--- config.mk ---
export PLATFORM = sky130hd
export DESIGN_NAME = product_accumulator
export DESIGN_NICKNAME = d
export VERILOG_FILES = /design/src/rtl/product_accumulator.sv
export SDC_FILE = /design/constraint.sdc
export NUM_CORES = 1
export LEC_CHECK = 0
export ABC_CLOCK_PERIOD_IN_PS = 7700
export CAP_MARGIN = 10
export CORE_MARGIN = 5
export CORE_UTILIZATION = 35
export DETAILED_ROUTE_END_ITERATION = 8
export GPL_ROUTABILITY_DRIVEN = 0
export GPL_TIMING_DRIVEN = 1
export SYNTH_ARGS = -nofsm -noshare
export SYNTH_HDL_FRONTEND = slang
export SYNTH_SLANG_ARGS = --single-unit
export TNS_END_PERCENT = 50
--- constraint.sdc ---
create_clock -name clk -period 7.7 [get_ports clk]
set_input_delay 1.54 -clock clk [delete_from_list [all_inputs] [get_ports clk]]
set_output_delay 1.54 -clock clk [all_outputs]
set_load 0.005 [all_outputs]
--- src/rtl/product_accumulator.sv ---
// product_accumulator: saturating multiply-accumulate back-end for the Booth
// multiplier. Sums signed 2N-bit products into a guard-extended accumulator
// and presents one result per frame over a valid/ready handshake.
module product_accumulator #(
   parameter int N  = 32,
   parameter int G  = 8,
   parameter int CW = 16
) (
   input  logic              clk,
   input  logic              rst_n,
   input  logic              clear,
   input  logic              in_valid,
   output logic              in_ready,
   input  logic [2*N-1:0]    in_product,
   input  logic              in_last,
   output logic              out_valid,
   input  logic              out_ready,
   output logic [2*N+G-1:0]  out_sum,
   output logic [CW-1:0]     out_count,
   output logic              out_ovf
);
   localparam int AW = 2*N + G;

   typedef enum logic {ACC = 1'b0, HOLD = 1'b1} state_t;

   state_t        state;
   logic [AW-1:0] acc;
   logic [AW-1:0] acc_nxt;
   logic [CW-1:0] count;
   logic [CW-1:0] cnt_nxt;
   logic          ovf;
   logic          rdy;
   logic          sat;
   logic [AW:0]   wide;
   logic          accept;

   // in_ready comes straight from a flop so out_ready never reaches it
   assign in_ready = rdy;
   assign accept   = in_valid & rdy;

   // One-bit-wider add exposes signed overflow; clamp to the AW-bit range
   always_comb begin
      wide    = {acc[AW-1], acc} + {{(G+1){in_product[2*N-1]}}, in_product};
      sat     = wide[AW] ^ wide[AW-1];
      acc_nxt = wide[AW-1:0];
      if (sat)
         acc_nxt = wide[AW] ? {1'b1, {(AW-1){1'b0}}} : {1'b0, {(AW-1){1'b1}}};
      cnt_nxt = (&count) ? count : count + CW'(1);
   end

   // Frame FSM: accumulate in ACC, present and hold the result in HOLD
   always_ff @(posedge clk or negedge rst_n) begin
      if (!rst_n) begin
         state     <= ACC;
         rdy       <= 1'b0;
         acc       <= '0;
         count     <= '0;
         ovf       <= 1'b0;
         out_valid <= 1'b0;
         out_sum   <= '0;
         out_count <= '0;
         out_ovf   <= 1'b0;
      end else if (clear) begin
         // flush wins over any beat or handshake in the same cycle
         state     <= ACC;
         rdy       <= 1'b1;
         acc       <= '0;
         count     <= '0;
         ovf       <= 1'b0;
         out_valid <= 1'b0;
      end else begin
         case (state)
            ACC: begin
               rdy <= 1'b1;
               if (accept) begin
                  acc   <= acc_nxt;
                  count <= cnt_nxt;
                  ovf   <= ovf | sat;
                  if (in_last) begin
                     out_sum   <= acc_nxt;
                     out_count <= cnt_nxt;
                     out_ovf   <= ovf | sat;
                     out_valid <= 1'b1;
                     rdy       <= 1'b0;
                     state     <= HOLD;
                  end
               end
            end
            HOLD: begin
               if (out_ready) begin
                  acc       <= '0;
                  count     <= '0;
                  ovf       <= 1'b0;
                  out_valid <= 1'b0;
                  rdy       <= 1'b1;
                  state     <= ACC;
               end
            end
         endcase
      end
   end

endmodule

======== After elaboration in Yosys (flattened, before gate mapping) ========
Cells that the tools add are included.
Widths: inputs -> output; s select.
storage, ports and cells
  bits in registers ....................... 181
cells by class
  add/sub/neg operators ................... 2
  eq/ne operators ......................... 3
  multiplexer cells ....................... 29
  bitwise logic cells ..................... 5
  reduce and logical (&&, ||, !) cells .... 4
operator list
  cell                   number
  $mux 72                5
  $pmux 72 s2            1
  $add 72x64->73         1
  $mux 16                4
  $pmux 16 s2            1
  $add 16x1->16 const B  1
  $reduce_and 16->1      1
  $mux 1                 14
  $ne 3x3->1 const B     3
  $pmux 1 s2             4
  $reduce_and 4->1       1
  $reduce_and 3->1       1
  $not 1->1              2
  $reduce_and 2->1       1
  $and 1x1->1            1
  $or 1x1->1             1
  $xor 1x1->1            1

======== Depth between registers and ports, before layout ========
  depth after elaboration ................. 6
  depth in mapped cells ................... 16
  mapped depth without buffers ............ 14

======== Worst setup path after synthesis ========
OpenSTA, ideal clock, no wires.
  path type ............................... input-to-reg
  start point ............................. input in_product[0]
  end point ............................... register acc[23]
  library setup time ...................... 0.126 ns
  arrival ................................. 4.416 ns
  setup slack ............................. 3.158 ns
  stages .................................. 14
  path buffers ............................ 0
  cells stage by stage .................... ha_1 -> inv_1 -> fa_1 -> nor2b_1 -> o2111ai_1 -> a2111oi_4 -> a21oi_2 -> o211ai_2 -> a311oi_2 -> o21ai_2 -> nand2_1 -> mux2_4 -> and2_4 -> a221o_1
on the way
  cells in the longest elaborated chain, start to end .. 6
  elaborated cells between the ends (all ways) .. 7
RTL lines
  element                                 line    text
  start, declared                         14      input logic [2*N-1:0] in_product,
  $add 72x64->73 (*)                      43      wide = {acc[AW-1], acc} + {{(G+1){in_product[2*N-1]}}, in_product};
  $mux 72 or $xor 1x1->1 (tied branches)  47, 44
  $mux 72 (*)                             46      if (sat)
  $mux 72 (*)                             75      if (accept) begin
  $pmux 72 s2 (*)                         72      case (state)
  $mux 72 (*)                             63      end else if (clear) begin
  end signal, assigned                    76      acc <= acc_nxt;
  end, declared                           27      logic [AW-1:0] acc;
Mark *: on every way between the ends. The rest lies on a longest branch, timed or not. The select of a mux whose other input is x is not followed.
A chain may end at the register's enable or synchronous reset.

======== Final worst setup path ========
  start point ............................. input in_product[3]
  end point ............................... register acc[57]
The elaborated chain is that of the path after synthesis.

==> results.sh <==
export IMPL_cell_types_occupying_the_most_area_after_synthesis="dfrtp_1 38%, nand2_1 7.7%, ha_1 7.7%, o21ai_0 7.1%, a21oi_1 7.0%"
export IMPL_yosysSeqAreaShare_pct=38.0
export IMPL_synth_async_sr_flop_share_pct=100
export IMPL_grt_total_usage_pct=19.5
export IMPL_synth_enable_flop_cells=0
export IMPL_cts_max_path_buffers=2
export IMPL_synth_ff_type="dfrtp_1"
export IMPL_cts_htree_levels=4
export IMPL_fin_setup_tns_ns=0
export IMPL_timing_hold_worst_path_depth=2
export IMPL_io_buffer_count=160
export IMPL_clock_skew_final_ns=0.0209
export IMPL_yosys_area_top_type_share_pct=38.0
export IMPL_syn_inst=1450
export IMPL_total_power_divided_by_cell_area_mw_per_mm2=327
export IMPL_post_route_period_util_pct=73.8
export IMPL_setup_violations_final=0
export IMPL_final_period_minus_worst_setup_slack_ns=5.68
export IMPL_holdCritStartpoint="out_sum[39]"
export IMPL_vdd_drop_max_mv=0.172
export IMPL_synth_most_common_cell="nand2_1"
export IMPL_tritoncts_num_buffers=17
export IMPL_place_ws_ns=1.66
export IMPL_yosys_reg_bits=181
export IMPL_final_hold_viols=0
export IMPL_antenna_found_initial=0
export IMPL_crit_arrival_ns=6.03
export IMPL_grt_max_degree=101
export IMPL_post_synth_cell_area_avg_um2=8.22
export IMPL_ant_nets=0
export IMPL_run_status="finished, final reports clean"
export IMPL_placed_area_mm2=0.0139
export IMPL_first_global_vias=11200
export IMPL_design_final_nets=1706
export IMPL_fmax_mhz=176
export IMPL_initial_util_pct=35.5
export IMPL_max_slew_worst_pin_slew_ns=0.986
export IMPL_drt_initial_drc_count=941
export IMPL_grt_first_pass_wirelength_um=61200
export IMPL_synth_yosys_warnings=0
export IMPL_design_area_mm2=0.0145
export IMPL_ios=161
export IMPL_synth_cell_types=77
export IMPL_min_delay_path_class="flop to flop"
export IMPL_floorplan_die_width_um=195
export IMPL_post_synth_top_area_cell="dfrtp_1"
export IMPL_first_pass_iters=6
export IMPL_num_antenna_cells=0
export IMPL_holdBufCountCts=0
export IMPL_clock_pin_slew_of_the_registers_on_the_worst_case_setup_and_hold_paths_ns=0.07
export IMPL_critical_path_endpoint_type="flop"
export IMPL_leftover_overflow_at_the_end_of_global_routing=0
export IMPL_r2r_start="acc[9]"
export IMPL_vias_per_cell=5.51
export IMPL_rsz0062_at_grt="false"
export IMPL_clk_insertion_delay_late_ns=0.46
export IMPL_worst_hold_path_endpoint="out_sum[39]"
export IMPL_crit_path_max_fanout=18
export IMPL_area_growth_synth_to_final_pct=21.6
export IMPL_detail_route_wirelength_um=37600
export IMPL_capture_instance_of_the_worst_register_to_register_path="acc[57]"
export IMPL_placementRows=67
export IMPL_cts_tree="yes"
export IMPL_design_die_area_mm2=0.0378
export IMPL_tritoncts_num_sinks=181
export IMPL_postCtsSetupBuffers=0
export IMPL_fp_dieH_um=195
export IMPL_routed_wire_length_per_instance_um=18.6
export IMPL_synth_common_cells="244 x nand2_1, 181 x dfrtp_1, 170 x o21ai_0, 167 x a21oi_1, 122 x nor2_1"
export IMPL_timing_critical_path_from_type="input port"
export IMPL_synth_area_mm2=0.0119
export IMPL_postCtsResizedCells=0
export IMPL_reg2reg_depth=13
export IMPL_power_leakage_uw=0.00624
export IMPL_drcViolationCount=0
export IMPL_total_power_uw=4730
export IMPL_hpwl_um=27600
export IMPL_dr_total_vias=11100
export IMPL_maxCapViolations=0
export IMPL_path_class="input port to flop"
export IMPL_relSlewSlack_pct=34.2
export IMPL_worst_ep_required_ns=8.04
export IMPL_layout_drive_gt1_share_pct=4.70
export IMPL_timing_final_max_slew_violations=0
export IMPL_r2r_setup_slack_ns=3.15
export IMPL_cts_root_buf="clkbuf_16"
export IMPL_finalWorstSetupSlack_ns=2.02
export IMPL_postSynthNetCount=1594
export IMPL_core_area_mm2=0.0336
metal layers:
layer	vias up	share of wire [%]	wire, um	GRT usage (%)
li1	5439	-	-	-
met1	5322	47	17800	27.8
met2	344	45	17100	31.0
met3	33	6.1	2280	3.81
met4	0	1.3	508	4.22
met5	-	0	0	0
state kept, by name, indices dropped and copies added, names as in the netlist:
name,cells
out_ovf,1
out_count,16
in_ready,1
out_valid,1
count,16
out_sum,72
state,1
acc,72
ovf,1
layout by cell type (no fill, tap or decap), types with 24 or more instances in the layout:
master           netlist  routed
nand2_1              244     243
dfrtp_1              181     181
o21ai_0              170     170
ha_1                  73      73
clkdlybuf4s50_1        0     159
nor2_1               122     122
xnor2_1               42      42
a21oi_1              167     167
xor2_1                27      27
a21o_1                24      24
o211ai_1              28      28
report_power, final:
part	switching, uW	total, uW	internal [uW]
clock network	413	934	521
registers	187	1430	1240
logic	1330	2370	1040
how the worst max path moves through the flow:
| stage | start | end | slack (ns) | cells after the start |
|---|---|---|---|---|
| finish | in_product[3] | acc[57] | 2.02 | 14 |
| global placement | in_product[4] | out_sum[24] | 1.71 | 15 |
| CTS | in_product[3] | acc[57] | 2.12 | 14 |
| floorplan | in_product[0] | acc[23] | 3.16 | 14 |
| global route | in_product[9] | acc[57] | 1.77 | 14 |
| detailed placement | in_product[3] | acc[57] | 1.66 | 14 |
critical path, stage by stage:
cell and delay (ns):
clkdlybuf4s50_1 0.43, ha_1 0.39, o211a_1 0.19, a211o_1 0.19, a31oi_2 0.15, o31ai_2 0.45
nand2_1 0.23, o21ai_1 0.50, a31oi_1 0.33, nand2_1 0.25, and2_1 0.72, buf_4 0.34
a21oi_1 0.10, o21ai_0 0.19
stage by stage:
stage | instances | utilization, % | hold slack (ns)
after floorplan | 1450 | - | 0.454
after global placement | 1991 | 41.3 | 0.462
after detailed placement | 1991 | 41.3 | 0.470
after CTS | 2022 | 43.1 | 0.485
after global routing | 2022 | 43.1 | 0.504
final | 2022 | 43.1 | 0.480
area by class of cell:
cell class / instances / area, um^2
flip-flops and latches: 181 / 4530
clock inverters: 10 / 135
fillers: 3385 / 19100
inverters: 21 / 78.8
clock buffers: 21 / 480
repair buffers: 169 / 1670
well taps: 448 / 561
multi-input cells: 1172 / 7040
cells by family after synthesis:
| logic type | synth area share, % |
|---|---|
| fa+ha+maj | 7.83 |
| simple gates | 18.3 |
| flops | 38.0 |
| xor+xnor | 5.07 |
| compound gates | 26.9 |
| buf+inv | 3.29 |
| mux | 0.577 |
Note: power is estimated with default switching activity, not from simulation.
